<file path="src/rtl/puf_challenge_sequencer.sv">
`default_nettype none
// ============================================================================
// Module      : puf_challenge_sequencer
// Description : Drives an arbiter PUF through repeated clear/launch/settle/
//               sample votes per LFSR challenge. Each response bit is a
//               majority vote. The result is returned over a valid/ready
//               handshake.
// Option      : define PUF_SEQ_UNSTABLE_EN to count non-unanimous bits on
//               unstable_cnt. Without it, unstable_cnt is tied to zero.
// Revision    : 1.0 - initial release
// ============================================================================
module puf_challenge_sequencer #(
  parameter int NUM_BITS = 16,  // response bits per request, 1..32
  parameter int SETTLE   = 4,   // cycles mux_in held high before sampling, 1..255
  parameter int VOTES    = 5    // evaluations per challenge, odd, 1..15
) (
  input  logic                clk,
  input  logic                rst,          // synchronous, active-low
  input  logic                start,
  input  logic [7:0]          seed,
  output logic [7:0]          ch_out,
  output logic                mux_in,
  output logic                puf_rst,
  input  logic                resp_in,
  output logic                busy,
  output logic                resp_valid,
  output logic [NUM_BITS-1:0] resp_data,
  input  logic                resp_ready,
  output logic [5:0]          unstable_cnt
);

  // Terminal values for the counters. Each value is sized to the counter
  // that it is compared against.
  localparam logic [7:0] c_SETTLE_LAST = 8'(SETTLE - 1);
  localparam logic [3:0] c_VOTES_LAST  = 4'(VOTES - 1);
  localparam logic [3:0] c_VOTES_HALF  = 4'(VOTES / 2);
  localparam logic [5:0] c_BITS_LAST   = 6'(NUM_BITS - 1);

  typedef enum logic [2:0] {
    S_IDLE   = 3'd0,
    S_CLEAR  = 3'd1,
    S_LAUNCH = 3'd2,
    S_SETTLE = 3'd3,
    S_SAMPLE = 3'd4,
    S_NEXT   = 3'd5,
    S_DONE   = 3'd6
  } state_t;

  state_t                state_q,      state_d;
  logic [7:0]            lfsr_q,       lfsr_d;
  logic [7:0]            settle_cnt_q, settle_cnt_d;
  logic [3:0]            vote_idx_q,   vote_idx_d;
  logic [3:0]            ones_q,       ones_d;
  logic [5:0]            bit_idx_q,    bit_idx_d;
  logic [NUM_BITS-1:0]   resp_data_q,  resp_data_d;
  logic                  majority;

  // 8-bit Fibonacci LFSR step. Taps are at bits 7, 5, 4 and 3.
  function automatic logic [7:0] lfsr_next(input logic [7:0] cur);
    return {cur[6:0], cur[7] ^ cur[5] ^ cur[4] ^ cur[3]};
  endfunction

  // State and datapath registers. Reset discards any partial result.
  always_ff @(posedge clk) begin
    if (!rst) begin
      state_q      <= S_IDLE;
      lfsr_q       <= 8'h01;
      settle_cnt_q <= '0;
      vote_idx_q   <= '0;
      ones_q       <= '0;
      bit_idx_q    <= '0;
      resp_data_q  <= '0;
    end else begin
      state_q      <= state_d;
      lfsr_q       <= lfsr_d;
      settle_cnt_q <= settle_cnt_d;
      vote_idx_q   <= vote_idx_d;
      ones_q       <= ones_d;
      bit_idx_q    <= bit_idx_d;
      resp_data_q  <= resp_data_d;
    end
  end

  // Next-state, datapath update and state-decoded outputs.
  always_comb begin
    state_d      = state_q;
    lfsr_d       = lfsr_q;
    settle_cnt_d = settle_cnt_q;
    vote_idx_d   = vote_idx_q;
    ones_d       = ones_q;
    bit_idx_d    = bit_idx_q;
    resp_data_d  = resp_data_q;
    majority     = 1'b0;
    mux_in       = 1'b0;
    puf_rst      = 1'b0;
    busy         = 1'b1;
    resp_valid   = 1'b0;

    case (state_q)
      S_IDLE: begin
        // Arbiter latches stay cleared while the block is idle.
        busy    = 1'b0;
        puf_rst = 1'b1;
        if (start) begin
          // An all-zero seed would lock up the LFSR.
          lfsr_d      = (seed == 8'h00) ? 8'h01 : seed;
          bit_idx_d   = '0;
          vote_idx_d  = '0;
          ones_d      = '0;
          resp_data_d = '0;
          state_d     = S_CLEAR;
        end
      end

      S_CLEAR: begin
        puf_rst = 1'b1;
        state_d = S_LAUNCH;
      end

      S_LAUNCH: begin
        mux_in       = 1'b1;
        settle_cnt_d = '0;
        state_d      = S_SETTLE;
      end

      S_SETTLE: begin
        mux_in = 1'b1;
        if (settle_cnt_q == c_SETTLE_LAST) begin
          state_d = S_SAMPLE;
        end else begin
          settle_cnt_d = settle_cnt_q + 8'd1;
        end
      end

      S_SAMPLE: begin
        mux_in     = 1'b1;
        ones_d     = ones_q + {3'b000, resp_in};
        vote_idx_d = vote_idx_q + 4'd1;
        state_d    = (vote_idx_q == c_VOTES_LAST) ? S_NEXT : S_CLEAR;
      end

      S_NEXT: begin
        // Resolve the bit by majority, store it LSB first, then move on to
        // the next challenge.
        majority = (ones_q > c_VOTES_HALF);
        for (int i = 0; i < NUM_BITS; i++) begin
          if (bit_idx_q == 6'(i)) begin
            resp_data_d[i] = majority;
          end
        end
        lfsr_d     = lfsr_next(lfsr_q);
        vote_idx_d = '0;
        ones_d     = '0;
        bit_idx_d  = bit_idx_q + 6'd1;
        state_d    = (bit_idx_q == c_BITS_LAST) ? S_DONE : S_CLEAR;
      end

      S_DONE: begin
        // start is ignored here, even when it arrives together with resp_ready.
        resp_valid = 1'b1;
        if (resp_ready) begin
          state_d = S_IDLE;
        end
      end

      default: begin
        state_d = S_IDLE;
      end
    endcase
  end

  assign ch_out    = lfsr_q;
  assign resp_data = resp_data_q;

`ifdef PUF_SEQ_UNSTABLE_EN
  localparam logic [3:0] c_VOTES_ALL = 4'(VOTES);

  logic [5:0] unstable_q, unstable_d;

  // Count bits whose votes were not unanimous. The count clears on an
  // accepted start and holds through DONE and IDLE.
  always_comb begin
    unstable_d = unstable_q;
    if (state_q == S_IDLE && start) begin
      unstable_d = '0;
    end else if (state_q == S_NEXT && ones_q != 4'd0 && ones_q != c_VOTES_ALL) begin
      unstable_d = unstable_q + 6'd1;
    end
  end

  // Unstable-bit counter register.
  always_ff @(posedge clk) begin
    if (!rst) begin
      unstable_q <= '0;
    end else begin
      unstable_q <= unstable_d;
    end
  end

  assign unstable_cnt = unstable_q;
`else
  assign unstable_cnt = 6'd0;
`endif

endmodule
`default_nettype wire
</file>
<file path="config.mk">
export PLATFORM = sky130hd
export DESIGN_NAME = puf_challenge_sequencer
export DESIGN_NICKNAME = d
export VERILOG_FILES = /design/src/rtl/puf_challenge_sequencer.sv
export SDC_FILE = /design/constraint.sdc
export NUM_CORES = 1
export LEC_CHECK = 0
export CORE_MARGIN = 1.5
export CORE_UTILIZATION = 55
export CTS_BUF_LIST = sky130_fd_sc_hd__clkbuf_8
export CTS_CLUSTER_DIAMETER = 30
export DETAILED_ROUTE_END_ITERATION = 16
export PLACE_DENSITY = 0.83
export REMOVE_ABC_BUFFERS = 1
export SYNTH_ARGS = -nofsm -noshare
export SYNTH_HDL_FRONTEND = slang
export SYNTH_SLANG_ARGS = --single-unit
</file>
<file path="constraint.sdc">
create_clock -name clk -period 4.5 [get_ports clk]
set_input_delay 0.45 -clock clk [delete_from_list [all_inputs] [get_ports clk]]
set_output_delay 0.45 -clock clk [all_outputs]
set_load 0.01 [all_outputs]
</file>
# Word level (Yosys, flattened, before mapping)
# Index checks and enable logic that the tools add are counted.
dict set report totals {
  regBits 49
  input_bits 13
  out_inout_bits 34
  elab_cells 139
}
dict set report op_classes {
  add_sub_neg 4
  order_cmp 1
  n_eq_ne 43
  n_mux 38
  n_bitwise 3
  n_reduce_logical 28
}
# op n
set ops {}
lappend ops {{AND reduction 3 bit} 17}
lappend ops {{== test 6 x 4 -> 1 bit, second input constant} 8}
lappend ops {{inequality test 2 bit, second input constant} 20}
lappend ops {{one-hot mux 16 bit (2 select lines)} 1}
lappend ops {{one-hot mux 8 bit (2 select lines)} 2}
lappend ops {{== test 6 x 3 -> 1 bit, second input constant} 4}
lappend ops {{two-way mux 8 bit} 3}
lappend ops {{one-hot mux 4 bit (3 select lines)} 2}
lappend ops {{one-hot mux 3 bit (7 select lines)} 1}
lappend ops {{two-way mux 1 bit} 20}
lappend ops {{two-way mux 16 bit} 1}
lappend ops {{two-way mux 3 bit} 5}
lappend ops {{== test 6 x 2 -> 1 bit, second input constant} 2}
lappend ops {{one-hot mux 6 bit (2 select lines)} 1}
lappend ops {{== test 3 bit, second input constant} 3}
lappend ops {{adder 8 x 1 -> 8 bit, second input constant} 1}
lappend ops {{== test 8 x 2 -> 1 bit, second input constant} 1}
lappend ops {{zero test 8 bit} 1}
lappend ops {{adder 6 x 1 -> 6 bit, second input constant} 1}
lappend ops {{== test 3 x 2 -> 1 bit, second input constant} 2}
lappend ops {{== test 6 x 1 -> 1 bit, second input constant} 1}
lappend ops {{zero test 6 bit} 1}
lappend ops {{two-way mux 6 bit} 1}
lappend ops {{AND reduction 2 bit} 3}
lappend ops {{other kinds (12)} 15}

# Depth between registers and ports, before layout
dict set report depth {
  depth_word 4
  ltp_mapped 7
  ltp_nobuf 6
}

# Worst setup path before layout
# Ideal clock, no wire load.
dict set report synth_timing {
  kind {in2reg}
  start {in start}
  end {reg resp_data_q[0] (netlist: resp_data[0])}
  setup_ns 0.125
  arrival_time_ns 1.475
  required_time_ns 4.375
  path_slack_ns 2.900
  stages 6
  path_buffers 2
  cell_sequence {or3b_1 a21o_1 buf_6 buf_6 o211ai_1 o31ai_1}
}
dict set report synth_via {
  elab_chain_cells 2
}
# element line_no
set synth_lines {}
lappend synth_lines {{start, declared} 19} ;# input logic start,
lappend synth_lines {{inequality test 2 bit (no line)} n/a}
lappend synth_lines {{AND reduction 3 bit (no line)} n/a}
lappend synth_lines {{end signal, assigned} 80} ;# resp_data_q <= resp_data_d;
lappend synth_lines {{end, declared} 55} ;# logic [NUM_BITS-1:0] resp_data_q, resp_data_d;
# Every way passes these cells.
# A chain may end at the register's enable or synchronous reset.

# Final worst setup path
dict set report layout_timing {
  start {reg state_q[2]}
  end {out mux_in}
}
dict set report layout_via {
  elab_chain_cells 3
  elab_cells_between_ends 5
  classes_between {eq/ne: 3; mux: 1; reduce/logical: 1}
}
# element line_no
set layout_lines {}
lappend layout_lines {{start, declared} 49} ;# state_t state_q, state_d;
lappend layout_lines {{start signal, assigned} 74} ;# state_q <= state_d;
lappend layout_lines {{== test 3 x 2 -> 1 bit or == test 3 bit (tied branches)} 99} ;# case (state_q)
lappend layout_lines {{OR reduction 3 bit (no line) (*)} n/a}
lappend layout_lines {{two-way mux 1 bit (*)} 99}
lappend layout_lines {{end, declared} 22} ;# output logic mux_in,
# Mark *: on every way between the ends. The rest lies on a longest branch, timed or not.

==> impl_results.html <==
<table>
<tr><th>Metric</th><th>Value</th></tr>
<tr><th colspan="2">Status</th></tr>
<tr><td>Run status</td><td>complete, but fails checks</td></tr>
<tr><td>Violated checks</td><td>DRC</td></tr>
<tr><th colspan="2">Cells and area</th></tr>
<tr><td>Layout overhead on the synthesized area</td><td>17.69%</td></tr>
<tr><td>Diodes inserted</td><td>0</td></tr>
<tr><td>Filler instances</td><td>374</td></tr>
<tr><td>Combined area of the multi-input logic cells</td><td>1413 sq um</td></tr>
<tr><td>Area taken by flip-flops and latches</td><td>980.9 sq um</td></tr>
<tr><td>Final Util</td><td>68.19%</td></tr>
<tr><td>Layout Nets</td><td>341</td></tr>
<tr><td>Fraction of layout instances using a drive strength above 1</td><td>4.063%</td></tr>
<tr><th colspan="2">Clock network</th></tr>
<tr><td>Num Clock Sinks</td><td>49</td></tr>
<tr><td>CTS Root Buffer Type</td><td>sky130_fd_sc_hd__clkbuf_8</td></tr>
<tr><td>Post-cts gate resize count</td><td>0</td></tr>
<tr><td>Clock tree from TritonCTS</td><td>built</td></tr>
<tr><td>Number of hold-repair buffers added at the cts stage</td><td>0</td></tr>
<tr><td>Bufs on Longest Clock Path</td><td>2</td></tr>
<tr><td>Buffers inserted by post-CTS timing repair</td><td>0</td></tr>
<tr><td>Insertion delay of the later-clocked pin in the worst-skew pair</td><td>310 ps</td></tr>
<tr><td>Number of buffers inserted during clock tree synthesis</td><td>5</td></tr>
<tr><td>Clock slew seen by the registers of the worst setup and hold paths</td><td>100 ps</td></tr>
<tr><td>Clock H-tree levels</td><td>2</td></tr>
<tr><th colspan="2">Yosys</th></tr>
<tr><td>Number of enable flip-flop cells after synthesis</td><td>0</td></tr>
<tr><td>Yosys synthesis warning count</td><td>0</td></tr>
<tr><td>Mean post-synth cell area</td><td>8.758 sq um</td></tr>
<tr><td>Area of the mapped netlist</td><td>2575 sq um</td></tr>
<tr><td>Area fraction of the dominant cell type after synthesis</td><td>38.10%</td></tr>
<tr><td>Cells after synthesis</td><td>294</td></tr>
<tr><td>Cell taking the most area after synthesis</td><td>sky130_fd_sc_hd__dfxtp_1</td></tr>
<tr><td>Share of flip-flops with an asynchronous set or reset</td><td>0%</td></tr>
<tr><td>Sequential area share after synthesis</td><td>38.10%</td></tr>
<tr><td>Largest cells by area after synthesis</td><td>sky130_fd_sc_hd__dfxtp_1, sky130_fd_sc_hd__nor2_1, sky130_fd_sc_hd__o211ai_1</td></tr>
<tr><td>Synth Register Bits</td><td>49</td></tr>
<tr><td>Cell variety after synth</td><td>47</td></tr>
<tr><td>Most used DFF post-synth</td><td>sky130_fd_sc_hd__dfxtp_1</td></tr>
<tr><th colspan="2">Timing</th></tr>
<tr><td>Transition time at the pin with the least slew margin</td><td>1040 ps</td></tr>
<tr><td>Worst slew margin</td><td>30.70%</td></tr>
<tr><td>Minimum period implied by the final worst setup slack</td><td>2380 ps</td></tr>
<tr><td>Worst-case hold slack</td><td>482.5 ps</td></tr>
<tr><td>Period utilisation layout</td><td>52.88%</td></tr>
<tr><td>Number of failing hold endpoints at the final stage</td><td>0</td></tr>
<tr><td>Final-report setup violation count</td><td>0</td></tr>
<tr><td>Final TNS setup</td><td>0 ps</td></tr>
<tr><td>Clock Skew</td><td>11.93 ps</td></tr>
<tr><td>Max Slew Vio Count</td><td>0</td></tr>
<tr><td>Setup repair after global routing missed its margin</td><td>false</td></tr>
<tr><td>Highest achievable clock rate</td><td>0.4202 GHz</td></tr>
<tr><td>Post-layout worst setup margin</td><td>2120 ps</td></tr>
<tr><th colspan="2">GRT</th></tr>
<tr><td>Met2 Resource Use GR</td><td>36.76%</td></tr>
<tr><td>Overall routing resource usage</td><td>22.88%</td></tr>
<tr><td>Global-route wire length before repair</td><td>9342 um</td></tr>
<tr><td>M3 GR Usage</td><td>3.657%</td></tr>
<tr><td>Met1 capacity usage during global routing</td><td>30.12%</td></tr>
<tr><td>Number of global-route vias before repair</td><td>2042</td></tr>
<tr><td>Initial antenna violation count</td><td>0</td></tr>
<tr><td>Total congestion overflow</td><td>0</td></tr>
<tr><td>Pin count of the biggest net entering global routing</td><td>42</td></tr>
<tr><td>Global route hottest layer</td><td>met2</td></tr>
<tr><th colspan="2">Detailed routing</th></tr>
<tr><td>Drt initial violations</td><td>233</td></tr>
<tr><td>Total via count in the routed design</td><td>2232</td></tr>
<tr><td>DRC violations left</td><td>1</td></tr>
<tr><td>Average vias per placed instance</td><td>6.000</td></tr>
<tr><td>Wire length after detailed routing</td><td>5529 um</td></tr>
<tr><td>Count of antenna-violating nets left after detailed routing</td><td>0</td></tr>
<tr><td>Number of iterations in the first detailed-routing pass</td><td>10</td></tr>
<tr><td>Average wire per cell in the routed design</td><td>14.86 um</td></tr>
<tr><th colspan="2">Die</th></tr>
<tr><td>Starting density of the core</td><td>57.94%</td></tr>
<tr><td>Row Count</td><td>24</td></tr>
<tr><td>Total Die Area</td><td>5102 sq um</td></tr>
<tr><td>I/O pin count</td><td>47</td></tr>
<tr><td>Vertical die dimension</td><td>71.43 um</td></tr>
<tr><td>Placeable core area</td><td>4444 sq um</td></tr>
<tr><td>Die boundary width</td><td>71.43 um</td></tr>
<tr><th colspan="2">Critical path</th></tr>
<tr><td>R2R depth</td><td>4</td></tr>
<tr><td>Data required time of the critical path</td><td>4050 ps</td></tr>
<tr><td>Crit Path Max Fanout</td><td>14</td></tr>
<tr><td>Startpoint of the worst register-to-register path</td><td>state_q[0]</td></tr>
<tr><td>Worst Setup Path Type</td><td>reg2out</td></tr>
<tr><td>Element type at the critical path end</td><td>output port</td></tr>
<tr><td>WP data arrival</td><td>1930 ps</td></tr>
<tr><td>Endpoint of the worst-slack reg-to-reg timing path</td><td>bit_idx_q[5]</td></tr>
<tr><td>Minimum setup slack among reg-to-reg paths</td><td>2250 ps</td></tr>
<tr><td>Critical Path Start Type</td><td>flip-flop</td></tr>
<tr><th colspan="2">Min path</th></tr>
<tr><td>Hold Crit Start</td><td>resp_data[7]</td></tr>
<tr><td>Hold path cells</td><td>2</td></tr>
<tr><td>Worst Hold Class</td><td>reg2reg</td></tr>
<tr><td>Min-Delay Endpoint</td><td>resp_data[7]</td></tr>
<tr><th colspan="2">Power</th></tr>
<tr><td>Int Power</td><td>731.0 uW</td></tr>
<tr><td>Combinational cell fraction of total power</td><td>14.3%</td></tr>
<tr><td>Reported net switching power</td><td>247.3 uW</td></tr>
<tr><td>Clock power share</td><td>37.9%</td></tr>
<tr><td>Pleak</td><td>1.144 nW</td></tr>
<tr><td>Fraction of power spent switching nets</td><td>25.28%</td></tr>
<tr><td>Power per standard cell area</td><td>322.9 nW/um^2</td></tr>
<tr><td>Worst VDD drop</td><td>0.1928 mV</td></tr>
<tr><td>Seq pwr share</td><td>47.8%</td></tr>
<tr><th colspan="2">Place</th></tr>
<tr><td>Final Wtd Congestion</td><td>0.8231</td></tr>
<tr><td>Hpwl dp</td><td>3787 um</td></tr>
<tr><td>Port bufs</td><td>40</td></tr>
<tr><td>Setup slack after placement</td><td>1922 ps</td></tr>
<tr><th colspan="2">Run</th></tr>
<tr><td>Number of max-cap violations</td><td>0</td></tr>
</table>
## sequential cells by signal, summed over array words and instances (netlist names)
name,flops
settle_cnt_q,8
ch_out,8
resp_data,16
bit_idx_q,6
state_q,3
ones_q,4
vote_idx_q,4
## area by class of cell
cell class	count	area share (%)
tap	52	2.147
timing repair buffer	41	13.46
clock inverter	3	2.147
multi-input combinational	214	46.61
clock buffer	5	2.271
inverter	8	0.9909
sequential	49	32.37
## logic make-up (layout without fill, tap and decap cells)
family	count (synthesis)	in the layout	synth area share [%]
XOR/XNOR	12	12	4.082
multiplexers	10	10	3.887
flip-flops	49	49	38.10
AND/OR/NAND/NOR	93	93	18.95
other	1	6	0.1456
adder cells (fa/ha/maj)	9	9	4.373
AO/OA/AOI/OAI	84	84	22.69
buffers and inverters	36	57	7.774
## per-stage QoR
| step | instance area, sq um | cells | total power, mW |
|---|---|---|---|
| 2_1_floorplan | 2424 | 271 | 0.5527 |
| 3_3_place_gp | 2897 | 364 | 0.6139 |
| 3_5_place_dp | 2897 | 364 | 0.6172 |
| 4_1_cts | 3030 | 372 | 0.9845 |
| 5_1_grt | 3030 | 372 | 1.013 |
| 6_report | 3030 | 372 | 0.9784 |
## power by group through the flow
| stage | clock network, mW | logic (mW) | registers [mW] |
|---|---|---|---|
| 4_1_cts | 0.377 | 0.140 | 0.467 |
| 5_1_grt | 0.389 | 0.154 | 0.470 |
| 6_report | 0.371 | 0.140 | 0.467 |
| 3_5_place_dp | 0 | 0.140 | 0.477 |
| 2_1_floorplan | 0 | 0.0764 | 0.476 |
| 3_3_place_gp | 0 | 0.137 | 0.477 |
## Yosys cell counts (8+ instances only)
master and count:
sky130_fd_sc_hd__nand2_1 17, sky130_fd_sc_hd__ha_1 9, sky130_fd_sc_hd__o211ai_1 16, sky130_fd_sc_hd__a21oi_1 21
sky130_fd_sc_hd__dfxtp_1 49, sky130_fd_sc_hd__nor2_1 34, sky130_fd_sc_hd__mux2i_1 10, sky130_fd_sc_hd__inv_1 8
sky130_fd_sc_hd__o31ai_1 15, sky130_fd_sc_hd__clkbuf_1 12, sky130_fd_sc_hd__buf_4 8
## routing by layer
layer  share of wire [%]  wire, um
met5                   0         0
met3                 4.7       258
met1                  46      2553
met4                 1.0        57
met2                  48      2661
## worst max-delay path by stage
| stage | startpoint | endpoint | slack [ps] | cells past startpoint |
|---|---|---|---|---|
| 2_1_floorplan | state_q[0] | ones_q[0] | 2720 | 4 |
| 3_3_place_gp | start | ones_q[2] | 2000 | 5 |
| 3_5_place_dp | start | ones_q[1] | 1920 | 5 |
| 4_1_cts | state_q[2] | mux_in | 2120 | 3 |
| 5_1_grt | state_q[0] | ones_q[0] | 1950 | 4 |
| 6_report | state_q[2] | mux_in | 2120 | 3 |
## placed cells by master, fill, tap and decap left out, types with 5 or more instances in the layout
cell	n
sky130_fd_sc_hd__o211ai_1	16
sky130_fd_sc_hd__xnor2_1	6
sky130_fd_sc_hd__inv_1	8
sky130_fd_sc_hd__xor2_1	6
sky130_fd_sc_hd__a21oi_1	21
sky130_fd_sc_hd__ha_1	9
sky130_fd_sc_hd__nand3_1	7
sky130_fd_sc_hd__o221ai_1	7
sky130_fd_sc_hd__dfxtp_1	49
sky130_fd_sc_hd__nor2_1	34
sky130_fd_sc_hd__clkdlybuf4s50_1	40
sky130_fd_sc_hd__nand2_1	17
sky130_fd_sc_hd__clkbuf_8	5
sky130_fd_sc_hd__nand4_1	5
sky130_fd_sc_hd__and2_1	5
sky130_fd_sc_hd__a211oi_1	5
sky130_fd_sc_hd__mux2i_1	10
sky130_fd_sc_hd__conb_1	6
sky130_fd_sc_hd__o31ai_1	15
sky130_fd_sc_hd__o21ai_0	5
## critical path, stage by stage, from the launching register on
cell and delay (ps):
sky130_fd_sc_hd__dfxtp_1 570, sky130_fd_sc_hd__or3b_1 430, sky130_fd_sc_hd__nand2_1 90, sky130_fd_sc_hd__clkdlybuf4s50_1 530
Note: power is estimated with default switching activity, not from simulation.
==> edit, RTL diff (same settings) <==
Build with the macro `PUF_SEQ_UNSTABLE_EN` defined.
--- a/src/rtl/puf_challenge_sequencer.sv
+++ b/src/rtl/puf_challenge_sequencer.sv
@@ -9,6 +9,8 @@
 //               unstable_cnt. Without it, unstable_cnt is tied to zero.
 // Revision    : 1.0 - initial release
 // ============================================================================
+`define PUF_SEQ_UNSTABLE_EN
+
 module puf_challenge_sequencer #(
   parameter int NUM_BITS = 16,  // response bits per request, 1..32
   parameter int SETTLE   = 4,   // cycles mux_in held high before sampling, 1..255
Check against the original RTL: same outputs for any inputs over 10 cycles, from zero or initial values and one cycle with rst low; that may be too few to reach the edited logic, so the function may still have changed.
==> edit against the unedited design <==
- area after synthesis increased by 12%
- routed wire length rose by 4.4%
- count of clock-buffer cells in the layout is the same
- sequential cell count grew 6
- clock power is 27% lower
- cell area increased by 12%
- maximum frequency down 7.9%
- clock skew is 4.3 ps lower
- power is 6.1% lower
- non-clock buffer count increased by 6
- highest routed layer unchanged
- register-to-register slack lost 40 ps
- worst setup slack got worse by 200 ps
==> edit: results (changes against the unedited design) <==
status finished, final reports clean; CTS resizes 0 (unchanged); Final Net Count 368 (+7.9%); Worst-Skew Late Latency 310 ps (about the same); Seq/Total Area, Yosys 38.2% (+0.066 points); Detail Route Antenna Nets 0 (unchanged); main combinational cell family by area after synthesis compound AO/OA/AOI/OAI gates; global-route usage over all layers 21.8% (-1.1 points); HP Class register to register; mux cell area share after synthesis 2.78% (-1.1 points); number of buffers created by CTS 5 (unchanged); vias 2407 (+7.8%); main flop type after synthesis dfxtp_1; Worst-path clk slew 100 ps (about the same); Area contributors post-synth dfxtp_1 38%, o211ai_1 4.7%, ha_1 4.3%; largest net degree at the start of global routing 45 (+7.1%); xor/xnor cell area share of the yosys netlist 5.16% (+1.1 points); max FFs per register 16 (unchanged); root buffer cell clkbuf_8; first drt pass iteration count 4 (-6); IO buf count 46 (+15%); layout cells sized above 1 5.49% (+1.4 points); relative slew slack 33.4% (+2.7 points); Fill cells 451 (+21%); Wirelength per Cell 13.9 microns (-6.6%); Pleak 1.20 nW (+5.3%); ys async rst share 0% (unchanged); Antenna Cells 0 (unchanged); crit-path max FO 19 (+5); # Post-CTS Setup Buffers 0 (unchanged); worst setup path start state_q[2]; H-tree depth 2 (unchanged); post-synthesis compound-gate area fraction 23.5% (+0.81 points); vias in the first global route 2168 (+6.2%); Hold Startpoint resp_data[15]; Post-DP HPWL 3960 microns (+4.5%); Synth Warn # 0 (unchanged); initial antenna violation count 0 (unchanged); Critical Path AT 2130 ps (+200 ps); final setup skew 7.59 ps (-4.35 ps); GP Congestion 0.770 (-6.5%); Synth cell types 53 (+13%); Synth top cells by count 55 x dfxtp_1, 27 x nor2_1, 20 x a21oi_1; CTS max path bufs 2 (unchanged); Synth Area in Adders 4.34% (-0.037 points); 1st-iter DRT viols 161 (-31%); VDD IR max 0.000185 V (-4.0%); first-pass GRT wire length 9640 microns (+3.2%)
edit: worst max-delay path: stages (launching register included):
cell and delay (ps):
dfxtp_1 740, or3b_1 470, nand2_1 90, clkdlybuf4s50_1 530
edit: power breakdown:
group / switching, mW / leakage, nW / total (mW) / internal, mW
registers: 0.0208 / 0.445 / 0.518 / 0.497
logic: 0.0688 / 0.720 / 0.131 / 0.0626
clock network: 0.161 / 0.0402 / 0.269 / 0.109
edit: path summary, 6_finish.rpt:
path                            slack [ps]             to  cells after the start
worst max-delay path                  1920         mux_in                      3
worst min-delay path                   480  resp_data[15]                      2
worst max register to register        2210  vote_idx_q[3]                      4
worst min register to register         480  resp_data[15]                      2
edit: cell families (layout without fill, tap and decap cells):
group | after synthesis | after routing
and+or+nand+nor | 103 | 103
buffers and inverters | 28 | 62
adders and majority gates | 10 | 10
DFF | 55 | 55
xor gates and xnor gates | 17 | 17
AOI/OAI and AO/OA | 91 | 91
muxes | 8 | 8
edit: per-layer routing:
| layer | routed length, microns | share of wire (%) | GRT usage (%) |
|---|---|---|---|
| met5 | 0 | 0 | 0 |
| met4 | 29 | 0.50 | 6.35 |
| met3 | 225 | 3.9 | 4.50 |
| met2 | 2770 | 48 | 37.2 |
| met1 | 2750 | 48 | 27.8 |
edit: metrics by stage:
| stage | total power, mW | worst slack [ps] | utilization, % | std cells | area [sq um] |
|---|---|---|---|---|---|
| finish | 0.919 | 1920 | 66.7 | 416 | 3390 |
| floorplan | 0.601 | 2720 | - | 291 | 2740 |
| global route | 0.959 | 1820 | 66.7 | 416 | 3390 |
| detailed placement | 0.660 | 1950 | 65.0 | 408 | 3300 |
| CTS | 0.928 | 1910 | 66.7 | 416 | 3390 |
| global placement | 0.657 | 2080 | 65.0 | 408 | 3300 |
edit: area by class of cell:
class                           instances  area [sq um]  area share, %
Sequential cell                        55          1100           32.5
Tap cell                               70          87.6           2.59
Clock buffer                            5          68.8           2.03
Multi-Input combinational cell        229          1610           47.7
Clock inverter                          3          20.0          0.591
Timing Repair Buffer                   47           468           13.8
Inverter                                7          26.3          0.776
